===== config.mk =====
export PLATFORM = sky130hd
export DESIGN_NAME = conv_encoder
export DESIGN_NICKNAME = d
export VERILOG_FILES = /design/src/rtl/conv_encoder.sv
export SDC_FILE = /design/constraint.sdc
export NUM_CORES = 1
export LEC_CHECK = 0
export ABC_AREA = 0
export BUFFER_PORTS_ARGS = -buffer_cell sky130_fd_sc_hd__buf_2
export CORE_MARGIN = 5
export CORE_UTILIZATION = 38
export CTS_CLUSTER_DIAMETER = 100
export DETAILED_ROUTE_END_ITERATION = 16
export HOLD_SLACK_MARGIN = 0.03
export PLACE_DENSITY = 0.74
export SYNTH_ARGS = -nofsm -noshare
export SYNTH_HDL_FRONTEND = slang
export SYNTH_SLANG_ARGS = --single-unit
export TNS_END_PERCENT = 5

===== constraint.sdc =====
create_clock -name clk_i -period 1.7 [get_ports clk_i]
set_input_delay 0.085 -clock clk_i [delete_from_list [all_inputs] [get_ports clk_i]]
set_output_delay 0.085 -clock clk_i [all_outputs]
set_load 0.05 [all_outputs]

===== src/rtl/conv_encoder.sv =====
// Programmable rate-1/n convolutional encoder (n = 2..6, memory m = 3..6) with optional
// zero-tail termination and antipodal 4-bit soft lanes for loopback into the decoder.
module conv_encoder #(
  parameter int SOFT_MAG = 7
) (
  input  logic        clk_i,
  input  logic        rst_an_i,
  input  logic        rst_sync_i,
  input  logic        frame_start_i,
  input  logic [1:0]  register_num_i,
  input  logic [2:0]  valid_polynomials_i,
  input  logic [7:0]  polynomial1_i,
  input  logic [7:0]  polynomial2_i,
  input  logic [7:0]  polynomial3_i,
  input  logic [7:0]  polynomial4_i,
  input  logic [7:0]  polynomial5_i,
  input  logic [7:0]  polynomial6_i,
  input  logic        tail_en_i,
  input  logic        data_i,
  input  logic        data_valid_i,
  input  logic        data_last_i,
  output logic        data_ready_o,
  output logic [5:0]  code_o,
  output logic [23:0] soft_data_o,
  output logic        code_valid_o,
  output logic        code_last_o,
  input  logic        code_ready_i,
  output logic        busy_o,
  output logic        frame_done_o,
  output logic        cfg_err_o
);

  typedef enum logic [1:0] {IDLE, RUN, TAIL, FLUSH} state_t;

  localparam logic signed [3:0] SOFT_POS = 4'(SOFT_MAG);
  localparam logic signed [3:0] SOFT_NEG = -SOFT_POS;

  state_t      state_q, state_nxt;
  logic [2:0]  m_q;
  logic [6:0]  tap_mask_q;
  logic [5:0]  lane_en_q;
  logic [47:0] poly_q;
  logic        tail_en_q;
  logic [5:0]  hist_q;
  logic [2:0]  cnt_q;
  logic [5:0]  code_q;
  logic        vld_q;
  logic        last_q;
  logic        cfg_err_q;

  logic clr, slot_free, cfg_ok, acc_data, ins_tail, load, in_bit, load_last, beat_done;

  // c_j = parity of the window masked by generator j; only taps 0..m and lanes < n count
  function automatic logic [5:0] encode(input logic [6:0] w, input logic [6:0] mask,
                                        input logic [47:0] polys, input logic [5:0] lane_en);
    logic [5:0] c;
    for (int j = 0; j < 6; j++) begin
      c[j] = lane_en[j] & (^(w & mask & polys[8*j +: 7]));
    end
    return c;
  endfunction

  function automatic logic signed [3:0] soft_lane(input logic bit_i, input logic en);
    if (!en) return 4'sd0;
    return bit_i ? SOFT_NEG : SOFT_POS;
  endfunction

  assign clr       = !rst_an_i || rst_sync_i;
  assign slot_free = !vld_q || code_ready_i;
  assign cfg_ok    = (valid_polynomials_i <= 3'd4);
  assign acc_data  = (state_q == RUN) && data_valid_i && slot_free;
  assign ins_tail  = (state_q == TAIL) && slot_free;
  assign load      = acc_data || ins_tail;
  assign in_bit    = acc_data && data_i;
  assign load_last = (acc_data && data_last_i && !tail_en_q) || (ins_tail && (cnt_q == 3'd1));
  assign beat_done = vld_q && last_q && code_ready_i;

  always_comb begin
    state_nxt = state_q;
    case (state_q)
      RUN:     if (acc_data && data_last_i) state_nxt = tail_en_q ? TAIL : FLUSH;
      TAIL:    if (ins_tail && (cnt_q == 3'd1)) state_nxt = FLUSH;
      FLUSH:   if (beat_done) state_nxt = IDLE;
      default: state_nxt = state_q;
    endcase
    if (frame_start_i) state_nxt = cfg_ok ? RUN : IDLE;
  end

  always_ff @(posedge clk_i) begin
    if (clr) begin
      state_q    <= IDLE;
      m_q        <= 3'd0;
      tap_mask_q <= 7'd0;
      lane_en_q  <= 6'd0;
      poly_q     <= 48'd0;
      tail_en_q  <= 1'b0;
      hist_q     <= 6'd0;
      cnt_q      <= 3'd0;
      code_q     <= 6'd0;
      vld_q      <= 1'b0;
      last_q     <= 1'b0;
      cfg_err_q  <= 1'b0;
    end else begin
      state_q   <= state_nxt;
      cfg_err_q <= frame_start_i && !cfg_ok;
      if (frame_start_i) begin
        m_q        <= 3'd6 - {1'b0, register_num_i};
        tap_mask_q <= 7'h7F >> register_num_i;
        lane_en_q  <= cfg_ok ? (6'h3F >> (3'd4 - valid_polynomials_i)) : 6'd0;
        poly_q     <= {polynomial6_i, polynomial5_i, polynomial4_i,
                       polynomial3_i, polynomial2_i, polynomial1_i};
        tail_en_q  <= tail_en_i;
        hist_q     <= 6'd0;
        cnt_q      <= 3'd0;
        vld_q      <= 1'b0;
        last_q     <= 1'b0;
      end else begin
        // output beat register: load a new codeword or retire the accepted one
        if (load) begin
          code_q <= encode({hist_q, in_bit}, tap_mask_q, poly_q, lane_en_q);
          vld_q  <= 1'b1;
          last_q <= load_last;
          hist_q <= {hist_q[4:0], in_bit};
        end else if (code_ready_i) begin
          vld_q  <= 1'b0;
          last_q <= 1'b0;
        end
        if (acc_data && data_last_i && tail_en_q) cnt_q <= m_q;
        else if (ins_tail)                        cnt_q <= cnt_q - 3'd1;
      end
    end
  end

  always_comb begin
    soft_data_o = 24'd0;
    for (int j = 0; j < 6; j++) begin
      soft_data_o[4*j +: 4] = soft_lane(code_q[j], lane_en_q[j]);
    end
  end

  assign data_ready_o = (state_q == RUN) && slot_free;
  assign code_o       = code_q;
  assign code_valid_o = vld_q;
  assign code_last_o  = last_q;
  assign busy_o       = (state_q != IDLE);
  assign frame_done_o = beat_done;
  assign cfg_err_o    = cfg_err_q;

endmodule


==> reports/qor.yml <==
outcome: "complete, no violations"
cts_tree: "done"
ys_ff_latch: 75
drv_slew: 0
routed_wl_mm: 9.322
viasPerCell: 4.684
hold_class: "in -> reg"
antenna_left: 0
drt-initial-drc-count: 215
clock_skew_ns: 0.01026
dieArea_um2: 11900
p_per_area_nw_per_um2: 689.9
period_minus_slack_ns: 1.623
worstPathCellList: "inv_1 > ha_1 > mux2i_1 > a221o_1 > o21a_1 > o31ai_2"
ys_warn_count: 0
start_util_pct: 38.51
arrival_ns: 1.89
grt_pass1_vias: 3181
final_cells: 684
ys_seq_area_share_pct: 40.25
htreeDepth: 3
irDropWorstVdd_mv: 0.4511
firstDrtPassIters: 5
antenna_cells: 0
critPathKind: "reg -> reg"
drive_gt1_share_pct: 26.68
post-route-period-util_pct: 95.48
worstMarginPinSlew_ns: 0.5316
final_util_pct: 52.14
placed_area_um2: 4359
hold_slack_ns: 0.05688
clock_latency_ns: 0.35
coreArea_um2: 9684
overflow: 0
dp_cells: 622
antenna_found_initial: 0
critPathSlowestCell: "dfxtp_2"
async_reset_ff_share_pct: 0
grt_pass1_wl_mm: 15.10
gp_congestion: 0.8162
drc_errors: 0
num-fill-cells: 861
die_y_um: 109.1
die_w_um: 109.1
crit_fanout: 4
clock_sinks: 75
max_stage_delay_ns: 0.38
slew_headroom_pct: 64.56
ys_types: 37
fmax_mhz: 616.1
synth_ff_type: "dfxtp_1"
clockBufferDepth: 2
crit_required_ns: 1.97
cp-end-kind: "register"
netlist_area_um2: 3730
synth_fp_nets: 485
hold_viol: 0
port_buffers: 91
ios: 98
grt_usage_pct: 16.17
synth-edff-count: 0
startpoint_type: "register"
vias: 3204
syn_avg_cell_area_um2: 9.097
design_area_um2: 5050
syn_inst: 410
clkTransAtPathRegs_ns: 0.07
cap_violations: 0
dp.final_hpwl_mm: 6.679
grt_start_max_net_pins: 36
cts_root_buf: "clkbuf_8"
numCtsBuffers: 9
routedWlPerCell_um: 13.63
area_delta_synth_final_pct: 35.39
cellLeakagePower_nw: 2.282
rows: 36
nets: 622
setup_viol: 0
## flip-flops by register name, summed over array words and instances (netlist names)
name and cells:
cfg_err_o 1, cnt_q 3, code_last_o 1, code_o 6, code_valid_o 1, hist_q 6, lane_en_q 6, m_q 3
poly_q 42, state_q 2, tail_en_q 1, tap_mask_q 3
## timing repair
action | CTS | global route
gates resized for setup | 2 | 13
hold buffers | 47 | 0
endpoints found under the setup margin | 4 | 7
setup buffers | 0 | 0
endpoints found under the hold margin | 47 | 0
## logic make-up after synthesis
| logic type | share of synthesized area, % |
|---|---|
| xor gates and xnor gates | 10.73 |
| adders and majority gates | 4.361 |
| DFF | 40.25 |
| muxes | 14.22 |
| AOI/OAI and AO/OA | 4.932 |
| buffers and inverters | 5.233 |
| and+or+nand+nor | 20.26 |
## Yosys cell counts (2+ instances only)
cell type / number / share of area (%)
xnor2_2: 5 / 2.2
o22ai_1: 6 / 1.0
buf_2: 9 / 1.2
ha_1: 13 / 4.4
nand2b_1: 3 / 0.50
xnor3_1: 6 / 3.6
dfxtp_1: 75 / 40
nor2b_1: 11 / 1.8
mux2i_1: 53 / 14
nand3_1: 34 / 4.6
xnor2_1: 8 / 1.9
nand2_1: 43 / 4.3
buf_4: 7 / 1.4
nor2_1: 65 / 6.5
clkbuf_1: 10 / 1.0
and2_1: 8 / 1.3
inv_1: 11 / 1.1
buf_1: 2 / 0.20
o21ai_0: 5 / 0.67
a21oi_1: 3 / 0.40
a211oi_1: 5 / 1.0
xor2_1: 13 / 3.1
## cell usage in the layout (no fill, tap or decap), types with 8 or more instances in the layout
cell type / n
nand3_1: 34
nor2b_1: 10
and2_1: 8
dfxtp_1: 66
ha_1: 11
buf_4: 15
xnor2_2: 9
dfxtp_2: 9
buf_2: 91
nor2_1: 65
clkbuf_8: 10
mux2i_1: 53
xor2_1: 13
dlygate4sd3_1: 47
inv_1: 11
nand2_1: 43
## worst max-delay path: cells and delay by family (launching register included)
family          cells  cell delay [ns]
compound gates      3             0.71
fa+ha+maj           1             0.28
buf+inv             1             0.10
flops               1             0.38
mux                 1             0.06
## power by group
group          total (W)  switching (W)  internal (W)
clock network    0.00117       0.000613      0.000561
registers        0.00184      0.0000350       0.00180
logic           0.000472       0.000237      0.000235
total            0.00348       0.000885       0.00260
## stage by stage
step	power [W]	TNS [ns]	setup WS, ns
floorplan	0.002115	-1.033	-0.1925
global placement	0.002252	0	0.07837
detailed placement	0.002262	0	0.02861
CTS	0.003520	0	0.008033
global route	0.003642	-0.02139	-0.01634
finish	0.003484	0	0.07676
## path summary, 6_finish.rpt
check | to | slack (ns) | startpoint | cells past startpoint
min reg2reg | m_q[1] | 0.48 | m_q[1] | 2
min | cfg_err_o | 0.06 | frame_start_i | 3
max reg2reg | state_q[0] | 0.08 | state_q[0] | 6
max | state_q[0] | 0.08 | state_q[0] | 6
## cell type report
class / count / area (µm²) / share of cell area [%]
flip-flops and latches: 75 / 1513 / 29.96
well taps: 133 / 166.4 / 3.295
clock buffers: 13 / 148.9 / 2.948
multi-input cells: 295 / 2090 / 41.38
clock inverters: 2 / 12.51 / 0.2478
repair buffers: 155 / 1079 / 21.36
inverters: 11 / 41.29 / 0.8176
## routing by layer
layer  wire [µm]  global-route usage [%]  vias up
li1            -                       -     1628
met4          51                   2.976        0
met5           0                       0        -
met1        4161                   20.15     1478
met2        4532                   27.94       89
met3         577                   4.677        9
Note: power is estimated with default switching activity, not from simulation.
